**src/rtl/net_tx_arbiter_pkg.sv**
```systemverilog
// Shared AXI-Stream widths, arbiter FSM states and the beat record used by the output register.
// Latency: n/a (type and constant definitions only).
// Backpressure: n/a.
package net_tx_arbiter_pkg;

    localparam int DATA_W = 64;
    localparam int KEEP_W = 8;
    localparam int USER_W = 64;

    typedef enum logic {
        ARB  = 1'b0,
        XFER = 1'b1
    } state_t;

    // One stream beat as it sits in the output register.
    typedef struct packed {
        logic [DATA_W-1:0] tdata;
        logic [KEEP_W-1:0] tkeep;
        logic [USER_W-1:0] tuser;
        logic              tlast;
    } beat_t;

    // Width of a source id for n requesters; never narrower than one bit.
    function automatic int id_width(input int n);
        return (n > 2) ? $clog2(n) : 1;
    endfunction

endpackage

```
**src/rtl/net_tx_arbiter_if.sv**
```systemverilog
// Bundle of the per-port request streams, the merged output stream and the status of the arbiter.
// Latency: n/a (wiring only).
// Backpressure: s_axis_tready / m_axis_tready carry the valid-ready handshake in each direction.
interface net_tx_arbiter_if
    import net_tx_arbiter_pkg::*;
#(
    parameter int NUM_PORTS = 4,
    parameter int ID_W      = id_width(NUM_PORTS),
    parameter int CNT_W     = 16
) ();

    logic [NUM_PORTS-1:0]        port_en;

    logic [NUM_PORTS*DATA_W-1:0] s_axis_tdata;
    logic [NUM_PORTS*KEEP_W-1:0] s_axis_tkeep;
    logic [NUM_PORTS*USER_W-1:0] s_axis_tuser;
    logic [NUM_PORTS-1:0]        s_axis_tlast;
    logic [NUM_PORTS-1:0]        s_axis_tvalid;
    logic [NUM_PORTS-1:0]        s_axis_tready;

    logic [DATA_W-1:0]           m_axis_tdata;
    logic [KEEP_W-1:0]           m_axis_tkeep;
    logic [USER_W-1:0]           m_axis_tuser;
    logic                        m_axis_tlast;
    logic [ID_W-1:0]             m_axis_tdest;
    logic                        m_axis_tvalid;
    logic                        m_axis_tready;

    logic                        busy;
    logic [NUM_PORTS*CNT_W-1:0]  pkt_cnt;

    // Arbiter side: consumes the request streams, masters the merged stream and status.
    modport master (
        input  port_en,
        input  s_axis_tdata, s_axis_tkeep, s_axis_tuser, s_axis_tlast, s_axis_tvalid,
        output s_axis_tready,
        output m_axis_tdata, m_axis_tkeep, m_axis_tuser, m_axis_tlast, m_axis_tdest, m_axis_tvalid,
        input  m_axis_tready,
        output busy, pkt_cnt
    );

    // Surrounding logic: produces the request streams and sinks the merged stream.
    modport slave (
        output port_en,
        output s_axis_tdata, s_axis_tkeep, s_axis_tuser, s_axis_tlast, s_axis_tvalid,
        input  s_axis_tready,
        input  m_axis_tdata, m_axis_tkeep, m_axis_tuser, m_axis_tlast, m_axis_tdest, m_axis_tvalid,
        output m_axis_tready,
        input  busy, pkt_cnt
    );

endinterface

```
**src/rtl/net_tx_arbiter_rr_arbiter.sv**
```systemverilog
// Rotate-priority request picker: first set req bit searching upward from last_grant+1 with wrap.
// Latency: purely combinational.
// Backpressure: none; the caller decides when the returned grant is taken.
module net_tx_arbiter_rr_arbiter #(
    parameter int NUM_PORTS = 4,
    parameter int ID_W      = 2
) (
    input  logic [NUM_PORTS-1:0] req,
    input  logic [ID_W-1:0]      last_grant,
    output logic [NUM_PORTS-1:0] grant,
    output logic [ID_W-1:0]      grant_id,
    output logic                 any_req
);

    int                   idx;
    logic [NUM_PORTS-1:0] req_rot;

    // Walk candidates from farthest to nearest so the nearest requester overwrites the rest.
    always_comb begin
        grant    = '0;
        grant_id = '0;
        idx      = 0;
        req_rot  = '0;
        for (int i = NUM_PORTS; i >= 1; i--) begin
            idx = int'(last_grant) + i;
            if (idx >= NUM_PORTS) begin
                idx = idx - NUM_PORTS;
            end
            req_rot = req >> idx;
            if (req_rot[0]) begin
                grant    = NUM_PORTS'(1) << idx;
                grant_id = ID_W'(idx);
            end
        end
    end

    assign any_req = |req;

endmodule

```
**src/rtl/net_tx_arbiter.sv**
```systemverilog
// Packet-atomic round-robin merge of NUM_PORTS AXI-Stream requesters onto one registered output stream.
// Latency: 1 arbitration cycle, then 1 registered cycle per beat; 1 bubble between packets.
// Backpressure: granted port sees ~m_axis_tvalid | m_axis_tready; all other ports are held off.
module net_tx_arbiter
    import net_tx_arbiter_pkg::*;
#(
    parameter int NUM_PORTS = 4,
    parameter int ID_W      = id_width(NUM_PORTS),
    parameter int CNT_W     = 16
) (
    input  logic            apclk,
    input  logic            apresetn,
    net_tx_arbiter_if.master bus
);

    state_t               state_q, state_d;
    logic [ID_W-1:0]      grant_id_q, grant_id_d;
    logic [ID_W-1:0]      last_grant_q, last_grant_d;
    logic [NUM_PORTS-1:0] grant_oh_q, grant_oh_d;

    beat_t                m_beat_q, m_beat_d;
    logic [ID_W-1:0]      m_dest_q, m_dest_d;
    logic                 m_vld_q, m_vld_d;

    logic [CNT_W-1:0]     pkt_cnt_q [NUM_PORTS];
    logic [CNT_W-1:0]     pkt_cnt_d [NUM_PORTS];

    logic [NUM_PORTS-1:0] req;
    logic [NUM_PORTS-1:0] arb_grant;
    logic [ID_W-1:0]      arb_id;
    logic                 arb_any;

    logic                 out_rdy;
    logic                 sel_vld;
    logic                 ld;
    beat_t                s_beat;

    // Only enabled, valid ports compete; port_en is irrelevant once a packet is under way.
    assign req = bus.s_axis_tvalid & bus.port_en;

    net_tx_arbiter_rr_arbiter #(
        .NUM_PORTS (NUM_PORTS),
        .ID_W      (ID_W)
    ) u_rr (
        .req        (req),
        .last_grant (last_grant_q),
        .grant      (arb_grant),
        .grant_id   (arb_id),
        .any_req    (arb_any)
    );

    // Output register can take a beat when empty or draining this cycle.
    assign out_rdy = ~m_vld_q | bus.m_axis_tready;

    // Mux of the granted port's beat; no path from here to m_axis except through the register.
    assign s_beat.tdata = bus.s_axis_tdata[grant_id_q*DATA_W +: DATA_W];
    assign s_beat.tkeep = bus.s_axis_tkeep[grant_id_q*KEEP_W +: KEEP_W];
    assign s_beat.tuser = bus.s_axis_tuser[grant_id_q*USER_W +: USER_W];
    assign s_beat.tlast = bus.s_axis_tlast[grant_id_q];
    assign sel_vld      = bus.s_axis_tvalid[grant_id_q];

    assign ld = (state_q == XFER) && sel_vld && out_rdy;

    // Ready is steered to the owner only, and only while a packet is being transferred.
    assign bus.s_axis_tready = grant_oh_q & {NUM_PORTS{(state_q == XFER) && out_rdy}};

    // Next-state: arbitration, output register load/drain and per-port packet counting.
    always_comb begin
        state_d      = state_q;
        grant_id_d   = grant_id_q;
        last_grant_d = last_grant_q;
        grant_oh_d   = grant_oh_q;
        m_beat_d     = m_beat_q;
        m_dest_d     = m_dest_q;
        m_vld_d      = m_vld_q;
        pkt_cnt_d    = pkt_cnt_q;

        if (m_vld_q && bus.m_axis_tready) begin
            m_vld_d = 1'b0;
        end

        case (state_q)
            ARB: begin
                if (arb_any) begin
                    grant_id_d   = arb_id;
                    last_grant_d = arb_id;
                    grant_oh_d   = arb_grant;
                    state_d      = XFER;
                end
            end
            XFER: begin
                if (ld) begin
                    m_beat_d = s_beat;
                    m_dest_d = grant_id_q;
                    m_vld_d  = 1'b1;
                    if (s_beat.tlast) begin
                        pkt_cnt_d[grant_id_q] = pkt_cnt_q[grant_id_q] + CNT_W'(1);
                        state_d               = ARB;
                    end
                end
            end
            default: begin
                state_d = ARB;
            end
        endcase
    end

    // State and output registers; reset drops any packet in flight and gives port 0 first priority.
    always_ff @(posedge apclk or negedge apresetn) begin
        if (!apresetn) begin
            state_q      <= ARB;
            grant_id_q   <= '0;
            last_grant_q <= ID_W'(NUM_PORTS - 1);
            grant_oh_q   <= '0;
            m_beat_q     <= '0;
            m_dest_q     <= '0;
            m_vld_q      <= 1'b0;
            for (int p = 0; p < NUM_PORTS; p++) begin
                pkt_cnt_q[p] <= '0;
            end
        end else begin
            state_q      <= state_d;
            grant_id_q   <= grant_id_d;
            last_grant_q <= last_grant_d;
            grant_oh_q   <= grant_oh_d;
            m_beat_q     <= m_beat_d;
            m_dest_q     <= m_dest_d;
            m_vld_q      <= m_vld_d;
            pkt_cnt_q    <= pkt_cnt_d;
        end
    end

    assign bus.m_axis_tdata  = m_beat_q.tdata;
    assign bus.m_axis_tkeep  = m_beat_q.tkeep;
    assign bus.m_axis_tuser  = m_beat_q.tuser;
    assign bus.m_axis_tlast  = m_beat_q.tlast;
    assign bus.m_axis_tdest  = m_dest_q;
    assign bus.m_axis_tvalid = m_vld_q;
    assign bus.busy          = (state_q == XFER);

    for (genvar p = 0; p < NUM_PORTS; p++) begin : g_cnt
        assign bus.pkt_cnt[p*CNT_W +: CNT_W] = pkt_cnt_q[p];
    end

endmodule

```
**src/flat_wrapper.sv**
```systemverilog
// flat-port wrapper written by rule: the top's interface ports become plain ports
module net_tx_arbiter_flat import net_tx_arbiter_pkg::*;
#(
    parameter int NUM_PORTS = 4,
    parameter int ID_W      = id_width(NUM_PORTS),
    parameter int CNT_W     = 16
)
  (apclk, apresetn, bus_port_en, bus_s_axis_tdata, bus_s_axis_tkeep, bus_s_axis_tuser, bus_s_axis_tlast, bus_s_axis_tvalid, bus_s_axis_tready, bus_m_axis_tdata, bus_m_axis_tkeep, bus_m_axis_tuser, bus_m_axis_tlast, bus_m_axis_tdest, bus_m_axis_tvalid, bus_m_axis_tready, bus_busy, bus_pkt_cnt);
  net_tx_arbiter_if #(.NUM_PORTS(NUM_PORTS), .ID_W(ID_W), .CNT_W(CNT_W)) bus_i ();
  input  logic apclk;
  input  logic apresetn;
  input wire logic [$bits(bus_i.port_en)-1:0] bus_port_en;
  input wire logic [$bits(bus_i.s_axis_tdata)-1:0] bus_s_axis_tdata;
  input wire logic [$bits(bus_i.s_axis_tkeep)-1:0] bus_s_axis_tkeep;
  input wire logic [$bits(bus_i.s_axis_tuser)-1:0] bus_s_axis_tuser;
  input wire logic [$bits(bus_i.s_axis_tlast)-1:0] bus_s_axis_tlast;
  input wire logic [$bits(bus_i.s_axis_tvalid)-1:0] bus_s_axis_tvalid;
  output wire logic [$bits(bus_i.s_axis_tready)-1:0] bus_s_axis_tready;
  output wire logic [$bits(bus_i.m_axis_tdata)-1:0] bus_m_axis_tdata;
  output wire logic [$bits(bus_i.m_axis_tkeep)-1:0] bus_m_axis_tkeep;
  output wire logic [$bits(bus_i.m_axis_tuser)-1:0] bus_m_axis_tuser;
  output wire logic [$bits(bus_i.m_axis_tlast)-1:0] bus_m_axis_tlast;
  output wire logic [$bits(bus_i.m_axis_tdest)-1:0] bus_m_axis_tdest;
  output wire logic [$bits(bus_i.m_axis_tvalid)-1:0] bus_m_axis_tvalid;
  input wire logic [$bits(bus_i.m_axis_tready)-1:0] bus_m_axis_tready;
  output wire logic [$bits(bus_i.busy)-1:0] bus_busy;
  output wire logic [$bits(bus_i.pkt_cnt)-1:0] bus_pkt_cnt;
  assign bus_i.port_en = bus_port_en;
  assign bus_i.s_axis_tdata = bus_s_axis_tdata;
  assign bus_i.s_axis_tkeep = bus_s_axis_tkeep;
  assign bus_i.s_axis_tuser = bus_s_axis_tuser;
  assign bus_i.s_axis_tlast = bus_s_axis_tlast;
  assign bus_i.s_axis_tvalid = bus_s_axis_tvalid;
  assign bus_s_axis_tready = bus_i.s_axis_tready;
  assign bus_m_axis_tdata = bus_i.m_axis_tdata;
  assign bus_m_axis_tkeep = bus_i.m_axis_tkeep;
  assign bus_m_axis_tuser = bus_i.m_axis_tuser;
  assign bus_m_axis_tlast = bus_i.m_axis_tlast;
  assign bus_m_axis_tdest = bus_i.m_axis_tdest;
  assign bus_m_axis_tvalid = bus_i.m_axis_tvalid;
  assign bus_i.m_axis_tready = bus_m_axis_tready;
  assign bus_busy = bus_i.busy;
  assign bus_pkt_cnt = bus_i.pkt_cnt;
  net_tx_arbiter #(.NUM_PORTS(NUM_PORTS), .ID_W(ID_W), .CNT_W(CNT_W)) u_core (.apclk(apclk), .apresetn(apresetn), .bus(bus_i));
endmodule
```
**config.mk**
```make
export PLATFORM = sky130hd
export DESIGN_NAME = net_tx_arbiter_flat
export DESIGN_NICKNAME = d
export VERILOG_FILES = /design/src/rtl/net_tx_arbiter_pkg.sv /design/src/rtl/net_tx_arbiter_if.sv /design/src/rtl/net_tx_arbiter_rr_arbiter.sv /design/src/rtl/net_tx_arbiter.sv /design/src/flat_wrapper.sv
export SDC_FILE = /design/constraint.sdc
export NUM_CORES = 1
export LEC_CHECK = 0
export ABC_CLOCK_PERIOD_IN_PS = 5100
export CAP_MARGIN = 5
export CORE_AREA = 2 2 297 299
export CTS_CLUSTER_SIZE = 20
export DETAILED_ROUTE_END_ITERATION = 7
export DIE_AREA = 0 0 299 301
export PLACE_DENSITY = 0.5
export SETUP_SLACK_MARGIN = 0.02
export SYNTH_ARGS = -nofsm -noshare
export SYNTH_HDL_FRONTEND = slang
export SYNTH_HIERARCHICAL = 1
export SYNTH_SLANG_ARGS = --single-unit
```
**constraint.sdc**
```tcl
create_clock -name apclk -period 5.1 [get_ports apclk]
set_input_delay 1.02 -clock apclk [delete_from_list [all_inputs] [get_ports apclk]]
set_output_delay 1.02 -clock apclk [all_outputs]
set_load 0.005 [all_outputs]
```
==> key figures <==
Status
  • Outcome: finished clean

Clocking
  • Max clock buf depth: 3
  • Post-CTS Resized: 0
  • Clock Latency Late Sink: around 0.60 ns
  • H-tree Lvls: 1
  • Post-CTS Hold Buffers: 0
  • Clock Tree Root: clkbuf_16
  • Post-CTS setup buffer count: 0
  • Clock-pin slew on the worst setup and hold paths: 0.06 ns
  • Inserted Clock Buffers: 28
  • CTS tree: yes
  • Num Clock Sinks: around 210

Route
  • Total Routed Length: around 59000 um
  • DR iter-0 viols: ~460
  • Antenna-violating nets left: 0
  • Pre-antenna DRT Iters: 4
  • Via Count: about 11000
  • DRC: 0
  • Routed wire per std cell: ~21 um
  • Via density: just under 4

Synth
  • Top cell type's share of synthesized area: about 43%
  • Synth warnings: 6
  • Seq/Total Area, Yosys: between 40% and 50%
  • Post-synthesis net count: around 1400
  • Dominant synthesized flop cell: dfrtp_1
  • Yosys reg bits: about 210
  • Post-synth EDFFs: 0
  • Mapped cell area: 12400 um2
  • Post-synth cell types: 57
  • Ys async rst share: 100%
  • Mean Syn Cell Area: approximately 15 um2
  • Main area contributors after synthesis: dfrtp_1 (43%), mux4_2 (28%), mux2_2 (14%)
  • Post-Synthesis Cells: between 800 and 900
  • Dominant cell type by area after synthesis: dfrtp_1

Finish
  • Most common cell after layout, fill and taps aside: clkdlybuf4s50_1
  • Fin nets: 2142
  • P&R area growth vs syn: 79.3%
  • Register area: 5340 um2
  • Layout filler cell count: 8961
  • Most frequent cells in the layout: clkdlybuf4s50_1 (766), dfrtp_1 (209), mux2_2 (157), mux4_2 (152), nand2_1 (84)
  • Fraction of layout cells with a size suffix above 1: ~24%
  • Multi-input gate area: 6730 um2

Critical path
  • Worst r2r dst: u_core/bus.m_axis_tuser[42]$_DFFE_PN0P_
  • Reg2reg path depth: 4
  • Critical path required time: between 4 and 5 ns
  • Worst Setup End Kind: output pin
  • Critical R2R Launch: u_core/grant_id_q[0]$_DFFE_PN0P_
  • CP Launch Type: input port
  • R2R setup slack: between 1.5 and 2 ns
  • Worst-path maximum fanout: 6
  • CP arrival: roughly 2.5 ns
  • Critical path class: input port to output pin

STA
  • F_max: about 280 MHz
  • Final min period: roughly 3.5 ns
  • Final worst slack: between 1.5 and 2 ns
  • Final slew viol count: 0
  • Final setup vio count: 0
  • RSZ-0062 raised after global routing: false
  • Worst slew pin tran: about 0.87 ns
  • Final Hold Viols: 0
  • Clock skew: 0.0337 ns
  • Slew HR: about two fifths
  • Setup TNS: 0 ns
  • Crit share post-route: about 69%

Global route
  • Antenna violations before repair: 20
  • Vias in the first global route: approximately 11000
  • Largest net degree at the start of global routing: 93
  • Global-route wire length before repair: 82000 um
  • GRT Total Usage: between 10 and 15%
  • Total gr overflow: 0

Power
  • LEAKAGE: 8.19 nW
  • Cell area power density: ~450 nW/um2
  • IR drop worst, VDD: approximately 0.00025 V

Floorplan
  • CORE AREA: 86500 um2
  • Die Y: around 300 um
  • IO Pins: 768
  • Initial core utilization: 14.3%
  • Die X: around 300 um
  • Cell Rows: between 100 and 150
  • Die area: between 80000 and 90000 um2

Place
  • HPWL after detailed placement: 48300 um
  • GPL Wtd Cong: about 0.95
  • Post-place setup slack: around 1.5 ns
  • Port Buffer Count: between 700 and 800

Min path
  • Worst Hold Class: input port to asynchronous set/reset pin

Flow run
  • Max_cap viols: 0
==> metrics by stage <==
stage	hold WS, ns	cell area, um2	utilization, %	instances	total power, W
2_1_floorplan	0.438	12400	-	829	0.00569
6_report	0.400	22200	25.7	2756	0.0101
5_1_grt	0.406	22200	25.7	2756	0.0107
3_5_place_dp	0.491	21300	24.7	2700	0.00830
4_1_cts	0.376	22200	25.7	2750	0.0103
3_3_place_gp	0.487	21300	24.7	2700	0.00826
==> flip-flops by register name, indices dropped and copies added (netlist names) <==
register and cells:
u_core/bus.m_axis_tdata 64, u_core/bus.m_axis_tuser 64, u_core/bus.pkt_cnt 64, u_core/bus.m_axis_tkeep 8, u_core/grant_oh_q 4, u_core/bus.m_axis_tdest 2
u_core/grant_id_q 2, u_core/last_grant_q 2, u_core/bus.busy 1, u_core/bus.m_axis_tlast 1, u_core/bus.m_axis_tvalid 1
==> metal layers <==
layer	GRT usage, %	part of all wire [%]	routed length, um	vias up
met5	0	0.085	50	-
met4	3.58	2.4	1420	10
met3	3.67	8.5	5010	66
met2	21.0	50	29500	563
met1	15.0	39	23200	5419
li1	-	-	-	4734
==> power breakdown <==
| part | total, W | switching [W] | internal, W | leakage, nW |
|---|---|---|---|---|
| Clock | 0.00189 | 0.000816 | 0.00107 | 0.427 |
| Sequential | 0.00287 | 0.000496 | 0.00238 | 2.63 |
| Combinational | 0.00533 | 0.00204 | 0.00329 | 5.14 |
==> worst max-delay path by stage <==
stage,endpoint,cells after the start,slack (ns),start
global route,bus_s_axis_tready[1],4,1.51,bus_m_axis_tready
floorplan,u_core/bus.m_axis_tdata[0]$_DFFE_PN0P_,5,2.50,bus_s_axis_tvalid[3]
global placement,u_core/bus.pkt_cnt[39]$_DFFE_PN0P_,7,1.52,bus_m_axis_tready
CTS,bus_s_axis_tready[1],4,1.54,bus_m_axis_tready
detailed placement,u_core/bus.pkt_cnt[45]$_DFFE_PN0P_,7,1.49,bus_m_axis_tready
finish,bus_s_axis_tready[1],4,1.57,bus_m_axis_tready
==> layout make-up <==
type	count	area share (%)
diodes	6	0.0675
clock buffers	40	3.53
clock inverters	10	0.383
inverters	2	0.0338
multi-input cells	549	30.3
flip-flops and latches	213	24.0
well taps	1155	6.50
repair buffers	781	35.2
==> cells by family after synthesis <==
kind of cell / count (synthesis) / synth area share, %
muxes: 322 / 43.5
xor gates and xnor gates: 15 / 1.12
and+or+nand+nor: 129 / 4.96
DFF: 213 / 43.0
AOI/OAI and AO/OA: 75 / 3.75
buffers and inverters: 67 / 2.83
adders and majority gates: 8 / 0.807
==> critical path: stages <==
cell and delay, ns:
clkdlybuf4s50_1 0.44, nand2b_1 0.31, and3_1 0.22, clkdlybuf4s50_1 0.51
==> Yosys cell counts, types with 3 or more instances <==
cell type  number
mux2_2        157
nor2b_1         5
nand3_1         6
buf_2          37
dfrtp_1       211
o21ai_0        41
mux4_1          4
nand2b_1        3
nor2_1          9
and3_1          5
a21oi_1         4
xnor2_1         6
o21ai_1         8
buf_6           4
clkbuf_1       14
xor2_1          8
ha_1            8
and2_1          5
mux4_2        152
nand2_1        84
mux2i_1         6
buf_1           7
No activity file was read; power rests on OpenSTA's default activity.
